--- src/rtl/logic_ops_pkg.sv ---
// Shared helpers for the logical-condition monitor: the bit-condition match
// function and the saturation value used by the counters.
package logic_ops_pkg;

    // Widest operand / counter the helpers below support.
    localparam int MAX_W = 64;

    // All-ones value of a w-bit counter (w clipped to MAX_W).
    function automatic logic [MAX_W-1:0] sat_max(input int unsigned w);
        logic [MAX_W-1:0] v;
        v = '0;
        for (int i = 0; i < MAX_W; i++) begin
            if (i < int'(w)) begin
                v[i] = 1'b1;
            end
        end
        return v;
    endfunction

    // Condition match on zero-extended operands.
    // Bits above the real operand width carry zero masks, so they never
    // affect eq_ok or ne_ok.
    function automatic logic cond_match(input logic [MAX_W-1:0] a,
                                        input logic [MAX_W-1:0] b,
                                        input logic [MAX_W-1:0] eq_mask,
                                        input logic [MAX_W-1:0] ne_mask,
                                        input logic             zero_en);
        logic [MAX_W-1:0] x;
        logic             eq_ok;
        logic             ne_ok;
        x     = a ^ b;
        eq_ok = &(~x | ~eq_mask);
        ne_ok = &(x | ~ne_mask);
        return (eq_ok && ne_ok) || (zero_en && (a == '0));
    endfunction

endpackage

--- src/rtl/logic_cond_monitor_sat_counter.sv ---
// Saturating up-counter with synchronous clear; holds at all-ones.
module sat_counter
    import logic_ops_pkg::*;
#(
    parameter int CNT_W = 16
) (
    input  logic             clk,
    input  logic             rst_n,
    input  logic             inc,
    input  logic             clr,
    output logic [CNT_W-1:0] count
);

    localparam logic [CNT_W-1:0] SAT = CNT_W'(sat_max(CNT_W));

    logic [CNT_W-1:0] count_q;
    logic [CNT_W-1:0] count_d;

    // Next count: clear wins over increment; increment stops at SAT.
    always_comb begin
        count_d = count_q;
        if (clr) begin
            count_d = '0;
        end else if (inc && (count_q != SAT)) begin
            count_d = count_q + CNT_W'(1);
        end
    end

    // Count register with synchronous active-low reset.
    always_ff @(posedge clk) begin
        if (!rst_n) begin
            count_q <= '0;
        end else begin
            count_q <= count_d;
        end
    end

    assign count = count_q;

endmodule

--- src/rtl/logic_cond_monitor.sv ---
// Registered logical-operator checker: per valid beat reports logical
// AND/OR/equality of two operands plus a masked bit-condition match,
// counts matches, tracks the current run of consecutive matches and
// raises a sticky alarm once the run reaches RUN_TH.
module logic_cond_monitor
    import logic_ops_pkg::*;
#(
    parameter int WIDTH  = 8,
    parameter int CNT_W  = 16,
    parameter int RUN_TH = 4
) (
    input  logic             clk,
    input  logic             rst_n,
    input  logic             in_valid,
    input  logic [WIDTH-1:0] a,
    input  logic [WIDTH-1:0] b,
    input  logic [WIDTH-1:0] eq_mask,
    input  logic [WIDTH-1:0] ne_mask,
    input  logic             zero_en,
    input  logic             clear,
    output logic             out_valid,
    output logic             land,
    output logic             lor,
    output logic             leq,
    output logic             hit,
    output logic [CNT_W-1:0] hit_count,
    output logic [CNT_W-1:0] run_len,
    output logic             alarm
);

    // run_len value just before the beat that reaches RUN_TH.
    localparam logic [CNT_W-1:0] RUN_PRE = CNT_W'(RUN_TH - 1);

    logic m;
    logic beat_hit;
    logic beat_miss;

    logic out_valid_q, out_valid_d;
    logic land_q, land_d;
    logic lor_q, lor_d;
    logic leq_q, leq_d;
    logic hit_q, hit_d;
    logic alarm_q, alarm_d;

    // Condition match and beat qualification.
    always_comb begin
        m         = cond_match(MAX_W'(a), MAX_W'(b), MAX_W'(eq_mask),
                               MAX_W'(ne_mask), zero_en);
        beat_hit  = in_valid && m;
        beat_miss = in_valid && !m;
    end

    // Beat datapath: all flags drop to 0 on idle cycles.
    always_comb begin
        out_valid_d = in_valid;
        land_d      = in_valid && (a != '0) && (b != '0);
        lor_d       = in_valid && ((a != '0) || (b != '0));
        leq_d       = in_valid && (a == b);
        hit_d       = beat_hit;
    end

    // Sticky alarm: set on the hit that moves run_len from RUN_TH-1 to
    // RUN_TH; a run continuing past RUN_TH finds alarm already set.
    always_comb begin
        alarm_d = alarm_q;
        if (clear) begin
            alarm_d = 1'b0;
        end else if (beat_hit && (run_len == RUN_PRE)) begin
            alarm_d = 1'b1;
        end
    end

    // Output registers with synchronous active-low reset.
    always_ff @(posedge clk) begin
        if (!rst_n) begin
            out_valid_q <= 1'b0;
            land_q      <= 1'b0;
            lor_q       <= 1'b0;
            leq_q       <= 1'b0;
            hit_q       <= 1'b0;
            alarm_q     <= 1'b0;
        end else begin
            out_valid_q <= out_valid_d;
            land_q      <= land_d;
            lor_q       <= lor_d;
            leq_q       <= leq_d;
            hit_q       <= hit_d;
            alarm_q     <= alarm_d;
        end
    end

    // Total hit count; clear suppresses a coinciding hit.
    sat_counter #(.CNT_W(CNT_W)) u_hit_cnt (
        .clk   (clk),
        .rst_n (rst_n),
        .inc   (beat_hit),
        .clr   (clear),
        .count (hit_count)
    );

    // Consecutive-hit run; idle beats leave it untouched, a miss restarts it.
    sat_counter #(.CNT_W(CNT_W)) u_run_cnt (
        .clk   (clk),
        .rst_n (rst_n),
        .inc   (beat_hit),
        .clr   (clear || beat_miss),
        .count (run_len)
    );

    assign out_valid = out_valid_q;
    assign land      = land_q;
    assign lor       = lor_q;
    assign leq       = leq_q;
    assign hit       = hit_q;
    assign alarm     = alarm_q;

endmodule
--- config.mk ---
export PLATFORM = sky130hd
export DESIGN_NAME = logic_cond_monitor
export DESIGN_NICKNAME = d
export VERILOG_FILES = /design/src/rtl/logic_ops_pkg.sv /design/src/rtl/logic_cond_monitor_sat_counter.sv /design/src/rtl/logic_cond_monitor.sv
export SDC_FILE = /design/constraint.sdc
export NUM_CORES = 1
export LEC_CHECK = 0
export CAP_MARGIN = 20
export CORE_ASPECT_RATIO = 1.25
export CORE_MARGIN = 2
export CORE_UTILIZATION = 41
export CTS_BUF_LIST = sky130_fd_sc_hd__clkbuf_4 sky130_fd_sc_hd__clkbuf_8 sky130_fd_sc_hd__clkbuf_16
export CTS_CLUSTER_DIAMETER = 80
export CTS_CLUSTER_SIZE = 14
export DETAILED_ROUTE_END_ITERATION = 10
export GPL_TIMING_DRIVEN = 0
export PLACE_DENSITY = 0.77
export SLEW_MARGIN = 0
export SYNTH_ARGS = -nofsm -noshare
export SYNTH_HDL_FRONTEND = slang
export SYNTH_SLANG_ARGS = --single-unit
--- constraint.sdc ---
create_clock -name clk -period 1.85 [get_ports clk]
set_input_delay 0.185 -clock clk [delete_from_list [all_inputs] [get_ports clk]]
set_output_delay 0.185 -clock clk [all_outputs]
set_load 0.01 [all_outputs]
; Word-level counts from Yosys, hierarchy flattened
; Cells that the tools add are included.
[op_classes]
eq_ne = 4
n_bitwise = 7
n_reduce_logical = 22
add_sub_neg = 2
[op_table]
columns = op, n
row1 = NOT 8 -> 64 bit, 3
row2 = AND reduction 64 bit, 2
row3 = OR 64 bit, 1
row4 = OR 8 x 64 -> 64 bit, 1
row5 = "adder 16 x 1 -> 16 bit, second input constant", 2
row6 = "inequality test 16 bit, second input constant", 2
row7 = "== test 16 x 2 -> 1 bit, second input constant", 1
row8 = nonzero test 8 bit, 2
row9 = logical AND 1 bit, 11
row10 = == test 8 bit, 1
row11 = logical NOT 8 bit, 1
row12 = XOR 8 bit, 1
row13 = OR reduction 2 bit, 2
row14 = logical OR 1 bit, 3
row15 = logical NOT 1 bit, 1
row16 = NOT 1 bit, 1
[totals]
word_cells = 43
out_inout_bits = 38
reg_bits = 38
input_bits = 37

; Depth between registers and ports, before layout
[depth]
ltp_word = 10
depth_mapped = 8
ltp_nobuf = 7

; Modules after synthesis
; From an unflattened synthesis, not the netlist that was laid out.
[unflattened]
cells_unflattened = 236
area_unflattened_um2 = 2215.9
[by_module_without_submodules]
columns = mod, area_per_inst_um2, instances, seq_area_each_um2, cells_each
row1 = sat_counter, 864.6, 2, 320.3, 91
row2 = logic_cond_monitor, 486.7, 1, 120.1, 54

; Least setup slack after synthesis
; OpenSTA, ideal clock, no wires.
[synth_path]
kind = reg-to-reg
from = register u_run_cnt.count_q[0], in the netlist u_run_cnt.count[0]
to = register u_run_cnt.count_q[5], in the netlist u_run_cnt.count[5]
synth_period_minus_slack_ps = 1952
arrival_ps = 1824
path_buffers = 1
path_stages_with_launch = 9
setup_slack_ps = -102
setup_ps = 128
required_ps = 1722
path_cell_list = dfxtp_1 > ha_1 > and2_1 > nand4_1 > o21ai_1 > clkbuf_1 > nor3_1 > xnor2_1 > nor2_1
[synth_between]
elab_chain_len = 2
elab_cells_between_ends = 3
cone_classes = add/sub (1) / eq/ne (1) / reduce/logical (1)
[synth_rtl]
columns = item, line
row1 = from (decl), logic_cond_monitor_sat_counter.sv:16  ; logic [CNT_W-1:0] count_q;
row2 = from (signal assigned), logic_cond_monitor_sat_counter.sv:34  ; count_q <= count_d;
row3 = "parallel branches: the longest is 2 deep, another holds adder 16 x 1 -> 16 bit", --
; Several ways; the timed one is not identified.
; A chain may end at the register's enable or synchronous reset.

; Worst setup path in the final report
[layout_path]
from = register u_run_cnt.count_q[0], in the netlist u_run_cnt.count[0]
to = register u_run_cnt.count_q[9], in the netlist u_run_cnt.count[9]
; The elaborated chain is that of the path after synthesis.

==> impl_metrics.py <==
metrics = {
    "outcome": {
        "status": "complete, but fails checks",
        "failed_checks": "negative setup slack",
    },
    "global_routing": {
        "overflow": 0,
        "grt_pass1_wl_um": 10900,
        "grt_pass1_vias": 2379,
        "track_usage": 0.243,
        "grt_max_degree": 12,
        "antenna_found_initial": 0,
    },
    "power": {
        "p_per_area_mw_per_mm2": 502,
        "switchingPower_uw": 417,
        "netSwitchingFraction": 0.234,
        "p_comb_frac": 0.129,
        "p_seq_frac": 0.455,
        "leakage_nw": 1.19,
        "peakVddDrop_uv": 335,
        "clkPwrFrac": 0.416,
        "intPower_mw": 1.36,
    },
    "finish": {
        "fin_nets": 408,
        "area_growth_syn_to_layout_pct": 67.4,
        "layout_commonest_cell": "clkdlybuf4s50_1",
        "utilization": 0.703,
        "antenna_cells": 0,
        "layout-drive-gt1-share": 0.354,
        "final_cell_mix": "clkdlybuf4s50_1 (57), buf_4 (24), dfxtp_1 (24)",
    },
    "synth": {
        "syn_area_per_cell_um2": 8.06,
        "yosys_warnings": 0,
        "ys_types": 36,
        "synthXorXnorAreaFrac": 0.0372,
        "post-synth-top-area-cell": "dfxtp_1",
        "syn_nets": 302,
        "ys.flop_type": "dfxtp_1",
        "synthAdderAreaFrac": 0.0118,
        "synth_top_area_share": 0.359,
        "synth_area_leaders": "dfxtp_1 (36%), a21oi_1 (7.1%), or4_1 (6.4%)",
        "synth_top_family_by_area": "simple AND/OR/NAND/NOR gates",
        "async_flop_share": 0,
        "synth_compound_area_frac": 0.199,
        "synth_simple_gate_area_share": 0.318,
        "ys_seq_elements": 38,
        "synth-seq-area-share": 0.359,
        "syn_area_mm2": 0.00212,
        "netlist_instances": 263,
        "muxShareOfSynthArea": 0.0378,
        "synth_edf_count": 0,
    },
    "routing": {
        "wl_um": 7140,
        "drc": 0,
        "ant_nets": 0,
        "viasPerCell": 5.98,
        "dr_total_vias": 2585,
        "dr.pass1.iters": 5,
        "avgRoutedWirePerCell_um": 16.5,
        "drtIter0Drc": 206,
    },
    "sta": {
        "slew_viol_final": 0,
        "fin_ws_ns": -0.0376,
        "setup_tns_ns": -0.0563,
        "tightest_slew_ns": 0.591,
        "fin_crit_sh": 1.02,
        "rsz0062_at_grt": "yes",
        "fmax_ghz": 0.530,
        "setup_viol": 3,
        "fin_skew_ns": 0.0149,
        "slew_headroom": 0.606,
        "hold_viol_final": 0,
        "final.min_clock_period_ns": 1.89,
    },
    "clock_tree": {
        "cts_sinks": 38,
        "cts_tree": "yes",
        "clk_pin_slew_ns": 0.08,
        "htreeDepth": 2,
        "numCtsBuffers": 5,
        "cts.path.max_buffers": 2,
        "clk_latency_ns": 0.30,
        "ctsHoldBuffers": 0,
        "cts-root-buf": "clkbuf_8",
    },
    "setup_path": {
        "worst-path-buf-inv": 2,
        "worst-endpoint-arrival_ns": 2.13,
        "timing.critical_path.cells": "ha_4 -> and2_4 -> nand4_1 -> buf_4 -> o21ai_4 -> buf_6 -> or4_4 -> a21oi_2",
        "crit_path_start_kind": "flip-flop",
        "slowest_delay_ns": 0.51,
        "worstSetupPathType": "flip-flop to flip-flop",
        "crit_path_max_fanout": 6,
        "required_ns": 2.09,
        "cpLargestDelayFamily": "simple AND/OR/NAND/NOR gates",
        "endpoint_kind": "flip-flop",
        "crit_path_top_delay_cell": "or4_4",
    },
    "min_path": {
        "hp-class": "primary input to flip-flop",
    },
    "floorplan": {
        "boundaryPins": 75,
        "core-area_mm2": 0.00504,
        "die_w_um": 68.3,
        "dieArea_mm2": 0.00576,
        "dieHeight_um": 84.4,
        "rows": 29,
        "start_util": 0.420,
    },
    "job": {
        "maxCapViolations": 0,
    },
    "placed_design": {
        "gp_congestion": 0.923,
        "port_buffers": 73,
        "hpwl_um": 4600,
    },
}
-- what timing repair did --
item,in CTS,in global routing
gates resized for setup,85,68
buffers inserted,7,17
pin swaps,25,28
gates cloned,1,1
endpoints found under the setup margin,33,32
-- logic make-up after synthesis --
kind of cell | count (synthesis)
adders and majority gates | 2
DFF | 38
muxes | 8
AOI/OAI and AO/OA | 71
and+or+nand+nor | 118
xor gates and xnor gates | 9
buffers and inverters | 17
-- through the flow --
| stage | area, um^2 | hold WS [ns] | instances | total power, mW | worst slack [ns] |
|---|---|---|---|---|---|
| after floorplan | 2130 | 0.344 | 263 | 0.922 | -0.00952 |
| after global placement | 2940 | 0.469 | 398 | 1.03 | -0.804 |
| after detailed placement | 2940 | 0.493 | 398 | 1.03 | -0.795 |
| after CTS | 3280 | 0.273 | 414 | 1.77 | 0.0000511 |
| after global routing | 3550 | 0.273 | 432 | 1.84 | -0.0875 |
| final | 3550 | 0.257 | 432 | 1.78 | -0.0376 |
-- worst paths after layout --
check	from	to	slack (ns)	depth (start not counted)
setup / recovery	u_run_cnt.count[0]	u_run_cnt.count[9]	-0.04	8
hold reg to reg	u_run_cnt.count[8]	u_run_cnt.count[8]	0.51	2
setup reg to reg	u_run_cnt.count[0]	u_run_cnt.count[9]	-0.04	8
hold / removal	a[2]	leq	0.26	4
-- layer usage --
| metal | GRT usage | vias up | share of wire |
|---|---|---|---|
| li1 | - | 1215 | - |
| met1 | 0.306 | 1216 | 0.40 |
| met2 | 0.391 | 139 | 0.50 |
| met3 | 0.0630 | 15 | 0.085 |
| met4 | 0.0909 | 0 | 0.015 |
| met5 | 0 | - | 0 |
-- cell type report --
cell class                      count  area [um^2]
Inverter                            4         15.0
Clock inverter                      1         30.0
Tap cell                           62         77.6
Clock buffer                        7         83.8
Fill cell                         393         1500
Multi-Input combinational cell    208         1600
Timing Repair Buffer               99          857
Sequential cell                    38          801
Buffer                             13         80.1
-- power by group through the flow --
| stage | logic [mW] | registers (mW) | clock network, mW |
|---|---|---|---|
| 3_5_place_dp | 0.193 | 0.842 | 0 |
| 4_1_cts | 0.214 | 0.818 | 0.739 |
| 6_report | 0.230 | 0.810 | 0.741 |
| 5_1_grt | 0.243 | 0.810 | 0.783 |
| 2_1_floorplan | 0.0780 | 0.844 | 0 |
| 3_3_place_gp | 0.191 | 0.842 | 0 |
-- Yosys cell counts, drive strengths merged, types with 2 or more instances --
| cell type | instances |
|---|---|
| nor3 | 5 |
| mux2i | 8 |
| o21ai | 20 |
| o21a | 2 |
| o31ai | 14 |
| nor4 | 3 |
| and2 | 3 |
| and3 | 5 |
| clkbuf | 10 |
| buf | 3 |
| ha | 2 |
| nand4 | 12 |
| and4 | 3 |
| nor2 | 12 |
| nand2b | 2 |
| inv | 4 |
| or4 | 19 |
| a21oi | 30 |
| nand2 | 22 |
| nand3 | 15 |
| xnor2 | 9 |
| or3 | 15 |
| dfxtp | 38 |
-- flip-flops by register name, indices dropped and copies added (netlist names) --
register / count
u_hit_cnt.count: 16
u_run_cnt.count: 16
alarm: 1
hit: 1
land: 1
leq: 1
lor: 1
out_valid: 1
-- worst register-to-register path: cells and delay by family, from the launching register on --
kind | cells | cell delay (ns)
AOI/OAI and AO/OA | 2 | 0.21
DFF | 1 | 0.37
adders and majority gates | 1 | 0.17
buffers and inverters | 2 | 0.31
and+or+nand+nor | 3 | 0.77
No activity file was read; power rests on OpenSTA's default activity.
